<file path="src/rtl/board_io_pkg.sv">
// board_io_pkg
// Shared definitions for the ULX3S board I/O controller: the per-LED display
// mode encodings, the reset FSM state type, and a helper that sizes counters
// so a parameter of 1 still yields a legal one-bit register.
package board_io_pkg;

  // Two-bit display mode per LED, packed as led_mode[2i+1:2i]
  localparam logic [1:0] LED_OFF    = 2'b00;
  localparam logic [1:0] LED_DIRECT = 2'b01;
  localparam logic [1:0] LED_BLINK  = 2'b10;
  localparam logic [1:0] LED_DIM    = 2'b11;

  // Width of the free-running PWM counter used by DIM (1 of 8 cycles on)
  localparam int PWM_BITS = 3;

  typedef enum logic [1:0] {
    ST_PULSE    = 2'd0,
    ST_IDLE     = 2'd1,
    ST_HOLD     = 2'd2,
    ST_WAIT_REL = 2'd3
  } rst_state_t;

  function automatic int cnt_width(input int n);
    return (n > 1) ? $clog2(n) : 1;
  endfunction

endpackage

</file>
<file path="src/rtl/btn_debounce.sv">
// btn_debounce
// One push-button path: 2-FF synchroniser followed by a stability counter.
// A change of the synchronised level is accepted only after it has been
// stable for DB_CYCLES consecutive cycles; any return to the accepted level
// restarts the window.
// Ports:
//   clk      system clock
//   reset_n  synchronous active-low reset
//   raw      asynchronous button pin, active-high
//   db       debounced level
//   rise     one-cycle pulse in the cycle db goes high
//   fall     one-cycle pulse in the cycle db goes low
module btn_debounce
  import board_io_pkg::*;
#(
  parameter int DB_CYCLES = 480000
) (
  input  logic clk,
  input  logic reset_n,
  input  logic raw,
  output logic db,
  output logic rise,
  output logic fall
);

  localparam int CNT_W = cnt_width(DB_CYCLES);
  localparam logic [CNT_W-1:0] CNT_LAST = CNT_W'(DB_CYCLES - 1);

  logic [1:0]       sync;
  logic [CNT_W-1:0] cnt;

  // Edge pulses are produced in the same cycle db is updated, so they are
  // mutually exclusive and never repeat while the level is held.
  always_ff @(posedge clk) begin
    if (!reset_n) begin
      sync <= '0;
      cnt  <= '0;
      db   <= 1'b0;
      rise <= 1'b0;
      fall <= 1'b0;
    end else begin
      sync <= {sync[0], raw};
      rise <= 1'b0;
      fall <= 1'b0;
      if (sync[1] != db) begin
        if (cnt == CNT_LAST) begin
          db   <= sync[1];
          cnt  <= '0;
          rise <= sync[1];
          fall <= ~sync[1];
        end else begin
          cnt <= cnt + 1'b1;
        end
      end else begin
        cnt <= '0;
      end
    end
  end

endmodule

</file>
<file path="src/rtl/ulx3s_board_io.sv">
// ulx3s_board_io
// Board-level I/O controller sitting between the ULX3S pins and the
// bootloader. Debounces the buttons, generates the bootloader reset (a
// power-on pulse, and again after a long press of RST_BTN), and drives the
// LED bank through per-LED display modes.
// Ports:
//   clk_48mhz    system clock
//   reset_n      synchronous active-low reset
//   btn_raw      asynchronous button pins, active-high
//   btn_db       debounced button levels
//   btn_rise     one-cycle pulses on accepted presses
//   btn_fall     one-cycle pulses on accepted releases
//   short_press  one-cycle pulse when RST_BTN is released before a long press
//   sys_reset    active-high reset to the bootloader
//   led_src      per-LED status inputs
//   led_mode     two-bit display mode per LED
//   led          registered LED pins, active-high
module ulx3s_board_io
  import board_io_pkg::*;
#(
  parameter int N_BTN        = 7,
  parameter int N_LED        = 8,
  parameter int DB_CYCLES    = 480000,
  parameter int LONG_CYCLES  = 48000000,
  parameter int PULSE_CYCLES = 1024,
  parameter int RST_BTN      = 1,
  parameter int BLINK_DIV    = 12000000
) (
  input  logic               clk_48mhz,
  input  logic               reset_n,
  input  logic [N_BTN-1:0]   btn_raw,
  output logic [N_BTN-1:0]   btn_db,
  output logic [N_BTN-1:0]   btn_rise,
  output logic [N_BTN-1:0]   btn_fall,
  output logic               short_press,
  output logic               sys_reset,
  input  logic [N_LED-1:0]   led_src,
  input  logic [2*N_LED-1:0] led_mode,
  output logic [N_LED-1:0]   led
);

  localparam int PULSE_W = cnt_width(PULSE_CYCLES);
  localparam int HOLD_W  = cnt_width(LONG_CYCLES);
  localparam int BLINK_W = cnt_width(BLINK_DIV);

  localparam logic [PULSE_W-1:0] PULSE_LAST = PULSE_W'(PULSE_CYCLES - 1);
  // The cycle in which IDLE reacts to btn_rise is the first held cycle, so
  // HOLD terminates one count early; sys_reset then rises exactly
  // LONG_CYCLES cycles after btn_rise.
  localparam logic [HOLD_W-1:0]  HOLD_LAST  =
    HOLD_W'((LONG_CYCLES > 2) ? (LONG_CYCLES - 2) : 0);
  localparam logic [BLINK_W-1:0] BLINK_LAST = BLINK_W'(BLINK_DIV - 1);

  genvar g;
  generate
    for (g = 0; g < N_BTN; g++) begin : g_btn
      btn_debounce #(
        .DB_CYCLES(DB_CYCLES)
      ) u_db (
        .clk    (clk_48mhz),
        .reset_n(reset_n),
        .raw    (btn_raw[g]),
        .db     (btn_db[g]),
        .rise   (btn_rise[g]),
        .fall   (btn_fall[g])
      );
    end
  endgenerate

  rst_state_t         state;
  logic [PULSE_W-1:0] pulse_cnt;
  logic [HOLD_W-1:0]  hold_cnt;

  // Reset FSM. WAIT_REL after every pulse stops a single held press from
  // retriggering; a release in HOLD wins over the terminal count.
  always_ff @(posedge clk_48mhz) begin
    if (!reset_n) begin
      state       <= ST_PULSE;
      pulse_cnt   <= '0;
      hold_cnt    <= '0;
      sys_reset   <= 1'b1;
      short_press <= 1'b0;
    end else begin
      short_press <= 1'b0;
      case (state)
        ST_PULSE: begin
          if (pulse_cnt == PULSE_LAST) begin
            state     <= ST_WAIT_REL;
            pulse_cnt <= '0;
            sys_reset <= 1'b0;
          end else begin
            pulse_cnt <= pulse_cnt + 1'b1;
          end
        end
        ST_WAIT_REL: begin
          if (!btn_db[RST_BTN]) state <= ST_IDLE;
        end
        ST_IDLE: begin
          if (btn_rise[RST_BTN]) begin
            state    <= ST_HOLD;
            hold_cnt <= '0;
          end
        end
        ST_HOLD: begin
          if (btn_fall[RST_BTN]) begin
            state       <= ST_IDLE;
            hold_cnt    <= '0;
            short_press <= 1'b1;
          end else if (hold_cnt == HOLD_LAST) begin
            state     <= ST_PULSE;
            hold_cnt  <= '0;
            pulse_cnt <= '0;
            sys_reset <= 1'b1;
          end else begin
            hold_cnt <= hold_cnt + 1'b1;
          end
        end
        default: begin
          state     <= ST_PULSE;
          pulse_cnt <= '0;
          hold_cnt  <= '0;
          sys_reset <= 1'b1;
        end
      endcase
    end
  end

  logic [BLINK_W-1:0]  blink_cnt;
  logic                blink_phase;
  logic [PWM_BITS-1:0] pwm_cnt;

  // Shared blink phase and dim PWM timebase, followed by the registered
  // per-LED mode mux; all LEDs use the same phase so they blink in step.
  always_ff @(posedge clk_48mhz) begin
    if (!reset_n) begin
      blink_cnt   <= '0;
      blink_phase <= 1'b0;
      pwm_cnt     <= '0;
      led         <= '0;
    end else begin
      pwm_cnt <= pwm_cnt + 1'b1;
      if (blink_cnt == BLINK_LAST) begin
        blink_cnt   <= '0;
        blink_phase <= ~blink_phase;
      end else begin
        blink_cnt <= blink_cnt + 1'b1;
      end
      for (int i = 0; i < N_LED; i++) begin
        case (led_mode[2*i +: 2])
          LED_OFF:    led[i] <= 1'b0;
          LED_DIRECT: led[i] <= led_src[i];
          LED_BLINK:  led[i] <= led_src[i] & blink_phase;
          LED_DIM:    led[i] <= led_src[i] & (pwm_cnt == '0);
          default:    led[i] <= 1'b0;
        endcase
      end
    end
  end

endmodule

</file>
<file path="config.mk">
export PLATFORM = sky130hd
export DESIGN_NAME = ulx3s_board_io
export DESIGN_NICKNAME = d
export VERILOG_FILES = /design/src/rtl/board_io_pkg.sv /design/src/rtl/btn_debounce.sv /design/src/rtl/ulx3s_board_io.sv
export SDC_FILE = /design/constraint.sdc
export NUM_CORES = 1
export LEC_CHECK = 0
export ABC_AREA = 1
export CORE_ASPECT_RATIO = 0.6
export CORE_MARGIN = 8
export CORE_UTILIZATION = 45
export DETAILED_ROUTE_END_ITERATION = 16
export GPL_TIMING_DRIVEN = 1
export HOLD_SLACK_MARGIN = 0.02
export PLACE_DENSITY = 0.68
export SETUP_SLACK_MARGIN = 0.5
export SLEW_MARGIN = 10
export SYNTH_ARGS = -nofsm -noshare
export SYNTH_HDL_FRONTEND = slang
export SYNTH_SLANG_ARGS = --single-unit
</file>
<file path="constraint.sdc">
create_clock -name clk_48mhz -period 5 [get_ports clk_48mhz]
set_input_delay 0.5 -clock clk_48mhz [delete_from_list [all_inputs] [get_ports clk_48mhz]]
set_output_delay 0.5 -clock clk_48mhz [all_outputs]
set_load 0.03 [all_outputs]
</file>
==> results list, run 1 <==
- No sink is reached through more buffers than the 3 on the longest clock path.
- The congestion estimate from routability-driven global placement came to 0.8768.
- Die area: 31940 sq um
- Slew Viols, Final: 0
- The repair_antennas step left the layout with diodes totalling 0.
* Worst Tran Pin Value: 1.023 ns
- The region available for standard cell placement spans 26130 sq um.
- The initial antenna violation count came to 0.
- Clock tree skew after final layout: 0.02331 ns
- The worst-case IR drop observed on VDD is 0.1739 mV.
- The floorplan step set the die width to 225.4 microns.
* Number of buffers inserted during clock tree synthesis: 24
- Synthesis produced 1635 cells.
- Total via count in the routed design: 10170
- Critical path required time: 4.50 ns
- TritonCTS clock tree: done
- In the finished design, the share of the clock period the worst path needs comes to 0.4512.
- Across the run, the number of max-cap violations was 0.
* Setup repair after global routing missed its margin: false
* Most common cell after layout, fill and taps aside: nand2_1
* Synthesis Warnings: 0
- After clock tree synthesis, the setup repair step added 0 buffers.
- Non-Filler Instances: 2059
- Biggest area consumer among synthesized cells: dfxtp_1
- A synthesized cell averages 7.244 sq um.
* Number of distinct library cell variants in the gate-level netlist after synthesis: 52
* Leakage power: 4.804 nW
- Counting the fill cells in the layout gives 2598.
* Outcome: completed
- Counting flops and latches in the post-synthesis netlist gives 244.
* Crit-path max cell delay: 0.74 ns
* Final global-route overflow total: 0
- Tightest Hold Check Type: register to register
- Counting both buffers and inverters, the worst setup path holds a total of 1.
* Area Overhead vs Synth: 13.28%
* HPWL after DPL: 18720 microns
- Slowest stage cell on the critical path: clkdlybuf4s50_1
- NumNets Final: 1729
* Vias in the first global route: 9059
- Detailed-route DRC error count: 0
* Wire length of the first global-routing pass: 43370 microns
- After routing, the total negative slack on setup checks comes to 0 ns.
- For this design the ratio of total power to cell area is 291.7 nW/um^2.
- Among cell families on the critical path, the largest total delay comes from buffers and inverters.
- Using the TritonRoute via totals, the vias-per-cell ratio works out to 4.939.
* DR WL/cell: 12.46 microns
* Clk slew on worst S/H paths: 0.07 ns
- Summing internal, switching and leakage power gives 0.003914 W.
- For this run, the total global-route usage over all layers was measured as 0.1580.
- Hold violation total from the final report: 0
* Remaining number of nets flagged by the antenna check after routing: 0
* Top Ports: 64
- The share of synthesized area in the top cell type comes to 0.4124.
* # hold bufs at CTS: 0
* Relative slew margins: 0.3158
- Number of port buffers: 63
* Count of H-tree levels built during CTS: 1
- Number of search-and-repair iterations in the first detailed-routing pass: 5
* Largest cells by area after synthesis: dfxtp_1 41%, nand2_1 9.8%, nor2_1 7.7%
* CTS root buf: clkbuf_16
- Measured along the y axis, the die boundary spans 141.7 microns.
- The critical path goes through clkdlybuf4s50_1.
- STA puts the critical path data arrival time at 1.76 ns.
- Type of destination of the critical path: primary output
- In this run the cell area of the synthesized design comes to 11840 sq um.
- Clk_lat worst skew: 0.54 ns
* Highest-count cells in the layout ignoring fill and taps: 310 x nand2_1, 244 x nor2_1, 244 x dfxtp_1
- The share of the Yosys chip area taken by registers is 0.4124.
- The first routing iteration left 740 violations.
- The routed design could run at a clock period as short as 2.256 ns.
- Effective utilization at floorplan: 0.4533
- For this run, the top clock speed supported by timing is 443.3 MHz.
* Net Count, Synth: 1681
* Cell Rows: 46
- After clock tree synthesis, the repair step resized 0 gates.
- Routed WL: 25650 microns
- The clock net in this run drives a total of 244 sinks.
* Maximum number of pins on one net before global-route repair: 26
- Endpoints failing setup: 0
- Post-placement cell count: 2017
* Setup crit start kind: register
- Critical path fanouts, max: 4
- The critical path is of the register to primary output type.
* Share of final-layout standard cells stronger than drive strength 1: 0.08064
## kinds of logic after synthesis
| kind of cell | synth area share |
|---|---|
| simple gates | 0.3733 |
| fa+ha+maj | 0.01373 |
| compound gates | 0.05916 |
| xor+xnor | 0.04733 |
| flops | 0.4124 |
| buf+inv | 0.09402 |
## registers in the layout, summed over array words and instances (netlist names)
register,count
pwm_cnt,3
pulse_cnt,10
sys_reset,1
hold_cnt,26
short_press,1
g_btn.u_db.rise,7
led,8
g_btn.u_db.cnt,133
blink_cnt,24
blink_phase,1
g_btn.u_db.fall,7
g_btn.u_db.sync,14
state,2
g_btn.u_db.db,7
## per-layer routing
metal | share of wire | up-vias | GRT usage
li1 | - | 5358 | -
met2 | 0.39 | 198 | 0.2228
met3 | 0.049 | 36 | 0.03092
met1 | 0.53 | 4578 | 0.2405
met4 | 0.023 | 0 | 0.03920
met5 | 0 | - | 0
## synthesized netlist by cell type, drive strengths merged
master / number
nand2: 338
nor2: 262
ha: 13
dfxtp: 244
o22ai: 1
xor2: 47
o21bai: 1
clkinv: 2
inv: 211
a41oi: 1
nor3b: 13
a31o: 1
nand3: 109
nand3b: 12
o211a: 1
a31oi: 5
clkbuf: 2
nor3: 111
o31ai: 1
o211ai: 8
xnor2: 17
or2: 28
o21ai: 20
a21oi: 88
o2111ai: 1
nand4: 44
o21a: 1
and3: 1
buf: 40
nor4: 12
## layout make-up
class,count,area (sq um),share of cell area
Multi-Input combinational cell,1136,5846,0.4357
Clock inverter,8,90.09,0.006715
Sequential cell,244,4885,0.3641
Clock buffer,34,709.4,0.05288
Timing Repair Buffer,64,633.1,0.04719
Tap cell,360,450.4,0.03357
Inverter,213,803.3,0.05987
## per-stage QoR
stage                     area (sq um)  setup WS (ns)    util  hold slack (ns)
after floorplan                  11840          3.418       -           0.3905
after global placement           12620          2.722  0.4829           0.3919
after detailed placement         12620          2.668  0.4829           0.3953
after CTS                        13420          2.741  0.5135           0.4066
after global routing             13420          2.703  0.5135           0.4292
final                            13420          2.744  0.5135           0.4095
## where the power goes
group	internal (W)	switching, W
Combinational	0.0000440	0.0000583
Clock	0.00109	0.000755
Sequential	0.00196	0.0000107
## final timing paths
kind / slack, ns / depth (start not counted) / end / start
setup / recovery: 2.74 / 1 / btn_db[6] / g_btn[6].u_db.db
hold / removal: 0.41 / 2 / g_btn[2].u_db.sync[1] / g_btn[2].u_db.sync[0]
setup reg to reg: 2.96 / 8 / blink_cnt[21] / blink_cnt[0]
hold reg to reg: 0.41 / 2 / g_btn[2].u_db.sync[1] / g_btn[2].u_db.sync[0]
(Power assumes the default switching activity.)
==> inputs of run 2 (changes only) <==
==> constraint.sdc (replaced) <==
create_clock -name clk_48mhz -period 2.25 [get_ports clk_48mhz]
set_input_delay 0.225 -clock clk_48mhz [delete_from_list [all_inputs] [get_ports clk_48mhz]]
set_output_delay 0.225 -clock clk_48mhz [all_outputs]
set_load 0.03 [all_outputs]
==> run 2 against run 1 <==
  * Die area unchanged
  * Final area up 4.4%
  * Power up 130%
  * Highest routed layer unchanged
  * Final cell count up 1.7%
  * Via count up 1.2%
==> results list, run 2 (synthesized netlist as in run 1, its figures left out) <==
- Outcome: completed (unchanged).
- Share of final-layout standard cells stronger than drive strength 1: 0.1153 (was 0.08064)
- The beginning of the worst register-to-register path was hold_cnt[5] (was blink_cnt[0]).
* CTS root buf: clkbuf_16 (unchanged)
- Top Ports: 64 (unchanged)
- Multi-input combinational cell area: 6090 sq um (was 5846 sq um)
- Static timing analysis puts the maximum clock frequency at 584.4 MHz.
* Die area: 31940 sq um (unchanged)
- The maximum cell stage delay along the critical path is 0.66 ns (was 0.74 ns).
* Hold Startpoint: reset_n (was g_btn[2].u_db.sync[0])
- Worst setup margin: 0.5388 ns (was 2.744 ns)
- Arrival time at the worst endpoint: 1.49 ns (was 1.76 ns)
* Area Overhead vs Synth: 18.22% (was 13.28%)
* TritonCTS Sinks: 244 (unchanged)
* Vertical die dimension: 141.7 microns (unchanged)
* Count of max-cap constraint violations: 0 (unchanged)
- The capture endpoint of the worst hold path is g_btn[6].u_db.sync[1] (was g_btn[2].u_db.sync[1]).
* HPWL after DPL: 19080 microns (was 18720 microns)
- Initial detailed-routing violation count: 863 (was 740)
* Register containing the most flip-flops in the final layout: g_btn.u_db.cnt (unchanged)
- Fraction of power spent switching nets: 0.2053 (was 0.2106)
* Post-route fraction of the period consumed by the critical path: 0.7606
- Number of port buffers: 63 (unchanged)
* Clock tree skew after final layout: 0.01363 ns (was 0.02331 ns)
- Switching pwr: 0.001864 W (was 0.0008240 W)
- Die width: 225.4 microns (unchanged)
- The count of buffering cells on the critical path with inverters included was 1 (unchanged).
- Number of search-and-repair iterations in the first detailed-routing pass: 5 (unchanged)
* Worst path cell trace: clkdlybuf4s50_1 (unchanged)
* Vias in the first global route: 9161 (was 9059)
- Setup repair after global routing missed its margin: true (was false)
- Worst Tran Pin Value: 0.9110 ns (was 1.023 ns)
* Setup crit start kind: register (unchanged)
- Cell family with most CP delay: buffers and inverters (unchanged)
* Global router's overall resource usage: 0.1624 (was 0.1580)
- Clock Power Share: 0.489 (was 0.470)
* Critical path required time: 2.03 ns (was 4.50 ns)
* Tightest Hold Check Type: primary input to register (was register to register)
- The total power divided by cell area was 648.4 nW/um^2 (was 291.7 nW/um^2).
- Crit Path Category: register to primary output (unchanged)
- The flip-flop count of the largest register after layout was 133 (unchanged).
- End of the worst register-to-register path: hold_cnt[20] (was blink_cnt[21])
* Non-Filler Instances: 2094 (was 2059)
- The maximum buffer depth of the clock tree was 3 (unchanged).
* Endpoints failing setup: 0 (unchanged)
- Post-placement cell count: 2024 (was 2017)
- Clk_lat worst skew: 0.52 ns (was 0.54 ns)
- Hold violation total from the final report: 0 (unchanged)
- The slowest cell on the critical path is clkdlybuf4s50_1 (unchanged).
* Type of destination of the critical path: primary output (unchanged)
- Maximum ir drop on the vdd rail: 0.6042 mV (was 0.1739 mV)
* Most common cell after layout, fill and taps aside: nand2_1 (unchanged)
- Effective utilization at floorplan: 0.4533 (unchanged)
- Critical path fanouts, max: 1 (was 4)
- The largest net degree at the start of global routing was 30 (was 26).
- Top flop regs: g_btn.u_db.cnt x133, hold_cnt x26, blink_cnt x24 (unchanged).
- Slew Viols, Final: 0 (unchanged)
- The leakage power came to 5.329 nW (was 4.804 nW).
* Final-layout fill cell count: 2461 (was 2598)
- Ant diodes: 0 (unchanged)
- The number of cells on the worst hold path was 3 (was 2).
- Number of vias per cell after detailed routing: 4.913 (was 4.939)
* Share of power burned in combinational logic: 0.029 (was 0.026)
* Detailed-route DRC error count: 0 (unchanged)
* Post-place instance area: 12680 sq um (was 12620 sq um)
- The residual overflow from global routing came to 0 (unchanged).
- Remaining number of nets flagged by the antenna check after routing: 0 (unchanged)
- Seq pwr share: 0.482 (was 0.503)
- After layout, the minimum clock period comes to 1.711 ns.
- The final sum of negative setup slack is 0 ns (unchanged).
- Core area: 26130 sq um (unchanged)
- The combined flip-flop and latch cell area is 4900 sq um (was 4885 sq um).
- Routed WL: 26910 microns (was 25650 microns)
- The relative max-transition margin was 0.3904 (was 0.3158).
- The internal power of the cells came to 0.007215 W (was 0.003090 W).
* Final weighted congestion in routability-driven placement: 0.8829 (was 0.8768)
- The wire length of the first global-routing pass came to 44590 microns (was 43370 microns).
- The wire length per cell after detailed routing is 12.85 microns (was 12.46 microns).
- The number of nets at the end of the flow is 1763 (was 1729).
* Antenna violations before repair: 0 (unchanged)
- TritonCTS clock tree: done (unchanged)
* Highest-count cells in the layout ignoring fill and taps: 307 x nand2_1, 240 x nor2_1, 234 x dfxtp_1 (was 310 x nand2_1, 244 x nor2_1, 244 x dfxtp_1)
- The site row count came to 46 (unchanged).
* Worst reg2reg setup slack: 0.61 ns (was 2.96 ns)
* Final Instance Area: 14000 sq um (was 13420 sq um)
- The total number of H-tree levels was 1 (unchanged).
- The worst reg2reg path depth was 9 (was 8).
* Placement Setup Slack: 0.4091 ns (was 2.668 ns)
- Clk slew on worst S/H paths: 0.07 ns (about the same)
- The quantity of hold-fixing buffers added after cts was 0 (unchanged).
- The via count was 10288 (was 10170).
- The number of buffers added by the clock tree synthesis step came to 25 (was 24).
==> run 2: changes by cell type in the layout (fill, tap and decap cells not counted), sizes merged <==
cell	delta
nand2	+3
buf	+28
inv	+1
clkinv	-2
dlymetal6s2s	+11
nand4	+2
dlygate4sd2	+19
clkdlybuf4s50	-30
bufinv	+3
==> run 2: worst max-delay path by stage <==
stage          slack, ns               endpoint  cells past startpoint                  from
6_report            0.54            btn_rise[4]                      1    g_btn[4].u_db.rise
3_3_place_gp        0.52  g_btn[5].u_db.cnt[16]                     10  g_btn[5].u_db.cnt[0]
4_1_cts             0.50                 led[3]                      1                led[3]
3_5_place_dp        0.41   g_btn[6].u_db.cnt[4]                      7  g_btn[6].u_db.cnt[0]
5_1_grt             0.44  g_btn[5].u_db.cnt[16]                      8  g_btn[5].u_db.cnt[0]
2_1_floorplan       0.67  g_btn[6].u_db.cnt[10]                      7  g_btn[6].u_db.cnt[0]
==> run 2: timing repair <==
item                                    in CTS  in global routing
endpoints found under the hold margin        0                  0
buffers inserted                             0                 21
gates cloned                                 0                  5
gates resized for setup                     26                 57
pin swaps                                    0                 13
endpoints found under the setup margin      58                160
==> run 2: layout make-up <==
cell class | instances | area share
Clock buffer | 34 | 0.04995
Tap cell | 360 | 0.03217
Sequential cell | 244 | 0.3499
Multi-Input combinational cell | 1141 | 0.4349
Inverter | 213 | 0.05737
Timing Repair Buffer | 92 | 0.06291
Clock inverter | 10 | 0.01278
==> run 2: per-stage QoR <==
step	hold slack (ns)	util	power, W
finish	0.1628	0.5359	0.009079
global route	0.1611	0.5359	0.009405
floorplan	0.3226	-	0.004603
detailed placement	0.3981	0.4853	0.004714
global placement	0.3929	0.4853	0.004707
CTS	0.09077	0.5195	0.009159
==> run 2: layer usage <==
metal,GRT usage,wire (microns),vias up
met5,0,0,-
met4,0.03067,405,0
met3,0.03051,1604,41
met2,0.2306,10420,258
met1,0.2502,14480,4560
li1,-,-,5429
==> run 2: power groups by stage <==
stage               combinational [W]  clock (W)  sequential (W)
global placement             0.000234          0         0.00447
finish                       0.000260    0.00444         0.00438
floorplan                    0.000121          0         0.00448
CTS                          0.000242    0.00454         0.00438
global route                 0.000286    0.00474         0.00438
detailed placement           0.000240          0         0.00447
